<file path="src/rtl/request_unit.sv">
// rtl/request_unit.sv - memory request sequencer: I-fetch/data request issue, PC advance, halt and error latching
// Optional performance counters enabled by defining REQ_PERF_CNT_EN.
module request_unit #(
  parameter int unsigned TIMEOUT = 64,
  parameter int unsigned CNT_W   = 32
) (
  input  logic             CLK,
  input  logic             RST,
  input  logic             cu_dREN,
  input  logic             cu_dWEN,
  input  logic             cu_halt,
  input  logic             ihit,
  input  logic             dhit,
  output logic             imemREN,
  output logic             dmemREN,
  output logic             dmemWEN,
  output logic             pc_en,
  output logic             halt,
  output logic             req_err,
  output logic [CNT_W-1:0] instr_cnt,
  output logic [CNT_W-1:0] stall_cnt
);

  typedef enum logic [1:0] {
    FETCH  = 2'd0,
    DATA   = 2'd1,
    HALTED = 2'd2
  } state_e;

  localparam logic [15:0] TMO_LAST = 16'(TIMEOUT - 1);

  state_e      state_q, state_d;
  logic        dren_q, dren_d;
  logic        dwen_q, dwen_d;
  logic        halt_q, halt_d;
  logic        err_q, err_d;
  logic [15:0] tmo_q, tmo_d;

  always_ff @(posedge CLK or posedge RST) begin
    if (RST) begin
      state_q <= FETCH;
      dren_q  <= 1'b0;
      dwen_q  <= 1'b0;
      halt_q  <= 1'b0;
      err_q   <= 1'b0;
      tmo_q   <= '0;
    end else begin
      state_q <= state_d;
      dren_q  <= dren_d;
      dwen_q  <= dwen_d;
      halt_q  <= halt_d;
      err_q   <= err_d;
      tmo_q   <= tmo_d;
    end
  end

  always_comb begin
    state_d = state_q;
    dren_d  = dren_q;
    dwen_d  = dwen_q;
    halt_d  = halt_q;
    err_d   = err_q;
    tmo_d   = tmo_q;
    pc_en   = 1'b0;
    imemREN = (state_q == FETCH);
    case (state_q)
      FETCH: begin
        if (ihit) begin
          if (cu_halt) begin
            state_d = HALTED;
            halt_d  = 1'b1;
          end else if (cu_dREN || cu_dWEN) begin
            // A store wins when the decoder asserts both; the conflict is still flagged.
            state_d = DATA;
            dren_d  = cu_dREN & ~cu_dWEN;
            dwen_d  = cu_dWEN;
            tmo_d   = '0;
            if (cu_dREN && cu_dWEN) err_d = 1'b1;
          end else begin
            pc_en = 1'b1;
          end
        end
      end
      DATA: begin
        if (dhit) begin
          pc_en   = 1'b1;
          dren_d  = 1'b0;
          dwen_d  = 1'b0;
          tmo_d   = '0;
          state_d = FETCH;
        end else if (tmo_q == TMO_LAST) begin
          err_d   = 1'b1;
          dren_d  = 1'b0;
          dwen_d  = 1'b0;
          halt_d  = 1'b1;
          tmo_d   = '0;
          state_d = HALTED;
        end else begin
          tmo_d = tmo_q + 16'd1;
        end
      end
      default: ;
    endcase
  end

  assign dmemREN = dren_q;
  assign dmemWEN = dwen_q;
  assign halt    = halt_q;
  assign req_err = err_q;

`ifdef REQ_PERF_CNT_EN
  logic [CNT_W-1:0] icnt_q, scnt_q;

  // Counters saturate and freeze once halted.
  always_ff @(posedge CLK or posedge RST) begin
    if (RST) begin
      icnt_q <= '0;
      scnt_q <= '0;
    end else if (state_q != HALTED) begin
      if (pc_en && (icnt_q != '1)) icnt_q <= icnt_q + 1'b1;
      if (!pc_en && (scnt_q != '1)) scnt_q <= scnt_q + 1'b1;
    end
  end

  assign instr_cnt = icnt_q;
  assign stall_cnt = scnt_q;
`else
  assign instr_cnt = '0;
  assign stall_cnt = '0;
`endif

endmodule
</file>
<file path="config.mk">
export PLATFORM = sky130hd
export DESIGN_NAME = request_unit
export DESIGN_NICKNAME = d
export VERILOG_FILES = /design/src/rtl/request_unit.sv
export SDC_FILE = /design/constraint.sdc
export NUM_CORES = 1
export LEC_CHECK = 0
export ABC_CLOCK_PERIOD_IN_PS = 2600
export CORE_MARGIN = 8
export CORE_UTILIZATION = 43
export CTS_BUF_LIST = sky130_fd_sc_hd__clkbuf_2
export CTS_CLUSTER_SIZE = 12
export DETAILED_ROUTE_END_ITERATION = 6
export GPL_ROUTABILITY_DRIVEN = 0
export PLACE_DENSITY = 0.9
export SYNTH_ARGS = -nofsm -noshare
export SYNTH_HDL_FRONTEND = slang
export SYNTH_SLANG_ARGS = --single-unit
</file>
<file path="constraint.sdc">
create_clock -name CLK -period 2.6 [get_ports CLK]
set_clock_uncertainty 0.05 [all_clocks]
set_input_delay 0.39 -clock CLK [delete_from_list [all_inputs] [get_ports CLK]]
set_output_delay 0.39 -clock CLK [all_outputs]
set_load 0.01 [all_outputs]
</file>
# Word level (Yosys, flattened, before mapping)
# Index checks and enable logic that the tools add are counted.
# word_totals
reg_bits	22
input_bits	7
# op_classes
addsub	1
n_eq_ne	11
muxes	37
n_bitwise	2
reduce_logical	9
# ops
operator	n
$mux 16	5
$pmux 16 s2	1
$mux 1	20
$add 16x1->16 const B	1
$eq 16x6->1 const B	1
$mux 2	5
$ne 2x2->1 const B	5
$pmux 1 s2	5
$reduce_and 5->1	2
$reduce_and 4->1	2
$reduce_and 7->1	1
$ne 2x1->1 const B	2
$pmux 2 s2	1
$ne 3x2->1 const B	1
$ne 3x3->1 const B	1
$eq 2x1->1 const B	1
$logic_not 2->1	1
$reduce_bool 2->1	1
$and 1x1->1	1
$logic_and 1x1->1	1
$logic_or 1x1->1	1
$not 1->1	1

# Depth between registers and ports, before layout
# depth
depth_word	6
depth_mapped	6
ltp_nobuf	6

# Least setup slack after synthesis
# No wires, ideal clock.
# synth_path
path_type	input to register
startpoint	in cu_halt
endpoint	reg tmo_q[11]
setup_time_ns	0.078
arrival_ns	1.821
required_ns	2.472
path_slack_ns	0.651
cell_stages	6
n_path_buf	1
cell_sequence	and2b_1 a21oi_1 or4b_1 buf_2 or3_1 a21oi_1
# synth_via
elab_chain_cells	2
# synth_lines
item	line	source
from (decl)	11	input logic cu_halt,
$ne 2x2->1 (no source line)	n/a	
$reduce_and 4->1 (no source line)	n/a	
to (signal assigned)	53	tmo_q <= tmo_d;
to (decl)	37	logic [15:0] tmo_q, tmo_d;
# No other way between the ends.
# A chain may end at the register's enable or synchronous reset.

# Worst setup path after layout
# layout_path
startpoint	in cu_dWEN
endpoint	out pc_en
# layout_via
elab_chain_cells	5
# layout_lines
item	line	source
from (decl)	10	input logic cu_dWEN,
$logic_or 1x1->1	72	end else if (cu_dREN || cu_dWEN) begin
$mux 1	72	
$mux 1	69	if (cu_halt) begin
$mux 1	68	if (ihit) begin
$pmux 1 s2	66	case (state_q)
to (decl)	17	output logic pc_en,
# No other way between the ends.

==> flow_metrics.env <==
export IMPL_drive_gt1_share_pct=8.22
export IMPL_antenna_found_initial=0
export IMPL_post_place_ws_ps=-98.6
export IMPL_synth_cell_types=39
export IMPL_grt_max_degree=23
export IMPL_hold_slack_ps=429
export IMPL_power_total_uw=569
export IMPL_synthTopCellsByArea="dfrtp_1, buf_4, o21ai_0, a21oi_1, nand2_1"
export IMPL_wl_um=3430
export IMPL_clockRootBuffer="clkbuf_2"
export IMPL_insertion_delay_ps=330
export IMPL_viasPerCell=4.76
export IMPL_synth_edff_count=0
export IMPL_fin_crit_sh_pct=93.0
export IMPL_synthFlopType="dfrtp_1"
export IMPL_ys_seq_elements=22
export IMPL_crit_type="in2out"
export IMPL_synthArstFlopShare_pct=100
export IMPL_status="finished clean"
export IMPL_path_clk_slew_ps=220
export IMPL_cts_buffer_depth=2
export IMPL_regArea_sq_um=551
export IMPL_vias=1270
export IMPL_io_buffers=12
export IMPL_vdd_ir_drop_max_mv=0.157
export IMPL_post_cts_setup_buffers=0
export IMPL_syn_inst=200
export IMPL_clkSinkCount=22
export IMPL_hold_viol=0
export IMPL_synth_yosys_seq_area_share_pct=32.8
export IMPL_drtAntennaViolNets=0
export IMPL_drt_iter0_markers=83
export IMPL_finalSetupViolCount=0
export IMPL_slew_violations=0
export IMPL_initial_core_util_pct=45.2
export IMPL_cp_arrival_ps=1980
export IMPL_worstMarginPinSlew_ps=810
export IMPL_grt_pass1_wl_um=5780
export IMPL_cts_tree="yes"
export IMPL_nFillCells=363
export IMPL_gr_usage_all_layers_pct=10.9
export IMPL_multi_input_area_sq_um=841
export IMPL_maxSlewHeadroom_pct=45.9
export IMPL_htreeDepth=1
export IMPL_rsz0062_at_grt="false"
export IMPL_endpoint_kind="output port"
export IMPL_boundaryPins=77
export IMPL_hpwl_um=2700
export IMPL_startpoint_type="input pin"
export IMPL_avgSynthCellArea_sq_um=8.40
export IMPL_dieWidth_um=78.5
export IMPL_leakagePower_uw=0.000816
export IMPL_rows=22
export IMPL_hold_class="in2async"
export IMPL_yosysWarnings=0
export IMPL_die_y_um=78.5
export IMPL_fin_crit_ps=2420
export IMPL_placed_cells_incl_taps=263
export IMPL_synth_largest_area_cell="dfrtp_1"
export IMPL_syn_to_final_growth_pct=-0.521
export IMPL_gr_total_overflow=0
export IMPL_die_area_sq_um=6160
export IMPL_critical_path_max_fanout=2
export IMPL_pwr_density_cell_nw_per_um2=341
export IMPL_yosysTopAreaCellShare_pct=32.8
export IMPL_core_area_sq_um=3720
export IMPL_max_freq_mhz=413
export IMPL_grt_pass1_vias=1350
export IMPL_required_ps=2160
export IMPL_post_cts_resized=1
export IMPL_dr_pass1_iters=4
export IMPL_antenna_cells=0
export IMPL_drc_errors=0
export IMPL_cts_buffers=3
export IMPL_wire_per_inst_um=12.8
export IMPL_cts_hold_buffers_added=0
export IMPL_finalWorstSetupSlack_ps=181
export IMPL_max_cap_viol_count=0
export IMPL_layout_cells_non_filler=267
export IMPL_synth_area_sq_um=1680
export IMPL_fin_nets=228
power breakdown:
part | leakage (uW) | switching (uW) | internal [uW] | total [uW]
clock network | 0.0000140 | 101 | 33.4 | 135
registers | 0.000300 | 4.98 | 346 | 351
logic | 0.000502 | 62.5 | 21.4 | 83.9
cell usage after synthesis, types with 2 or more instances:
cell type  number
buf_4          64
dfrtp_1        22
o21ai_0        16
nand2_1        15
a21oi_1        12
nor2_1          8
or3_1           7
nand4_1         6
inv_1           4
nand3_1         4
a31oi_1         3
clkbuf_1        3
nor4_1          3
and3_2          2
nand2b_1        2
nor3_1          2
o21a_1          2
o31ai_1         2
or4_1           2
xor2_1          2
cell families after synthesis:
logic type	Yosys count	share of synthesized area, %
adder cells (fa/ha/maj)	1	0.744
AND/OR/NAND/NOR	63	21.1
AO/OA/AOI/OAI	38	12.8
buffers and inverters	73	31.3
XOR/XNOR	2	1.04
other	1	0.223
flip-flops	22	32.8
layout by cell type (no fill, tap or decap), drive strengths merged:
cell / instances
nand2b: 2
and2: 2
a21oi: 12
clkdlybuf4s50: 11
nor4: 3
o22a: 1
nand2: 15
ha: 1
or4: 2
o21ai: 16
dfrtp: 22
conb: 64
dlygate4sd2: 1
clkinv: 1
o21a: 2
or4b: 1
nand4b: 1
xor2: 2
and2b: 1
and3: 3
nor4b: 1
nand4: 6
o31ai: 2
inv: 4
a22o: 1
a211o: 1
or3: 7
nand3: 4
or2: 2
buf: 9
nor2: 8
a31oi: 3
nor3: 2
clkbuf: 3
and4: 2
or3b: 1
per-stage QoR:
stage / TNS [ps] / utilization (%) / instance area (sq um)
after floorplan: 0 / - / 1920
after global placement: -47.1 / 44.5 / 1650
after detailed placement: -98.6 / 44.5 / 1650
after CTS: 0 / 45.0 / 1670
after global routing: 0 / 45.0 / 1670
final: 0 / 45.0 / 1670
worst paths after layout:
path                       slack (ps)         to  cells after the start  startpoint
max                               180      pc_en                      5     cu_dWEN
min                               430    dmemREN                      2         RST
max reg2reg                       470  tmo_q[15]                      5    tmo_q[3]
min reg2reg                       440    req_err                      2     req_err
max in group asynchronous        1550   tmo_q[3]                      2         RST
min in group CLK                  440    req_err                      2     req_err
sequential cells by signal, indices dropped and copies added (netlist names):
name     count
tmo_q       16
state_q      2
dmemREN      1
dmemWEN      1
halt         1
req_err      1
worst max-delay path, cell delays in order:
cell	delay [ps]
clkdlybuf4s50_1	440
or2_4	270
or3b_2	470
a21oi_1	140
dlygate4sd2_1	280
metal layers:
metal	global-route usage [%]	up-vias	part of all wire, %
li1	-	603	-
met1	12.3	599	43
met2	19.1	66	50
met3	2.28	2	7.0
met4	5.19	0	0.79
met5	0	-	0
area by class of cell:
class	count	share of cell area (%)
Clock buffer	3	0.898
Clock inverter	1	0.225
Sequential cell	22	32.9
Multi-Input combinational cell	168	50.3
Timing Repair Buffer	21	11.2
Inverter	4	0.898
Tap cell	48	3.59
Power figures use the tool's default switching activity.
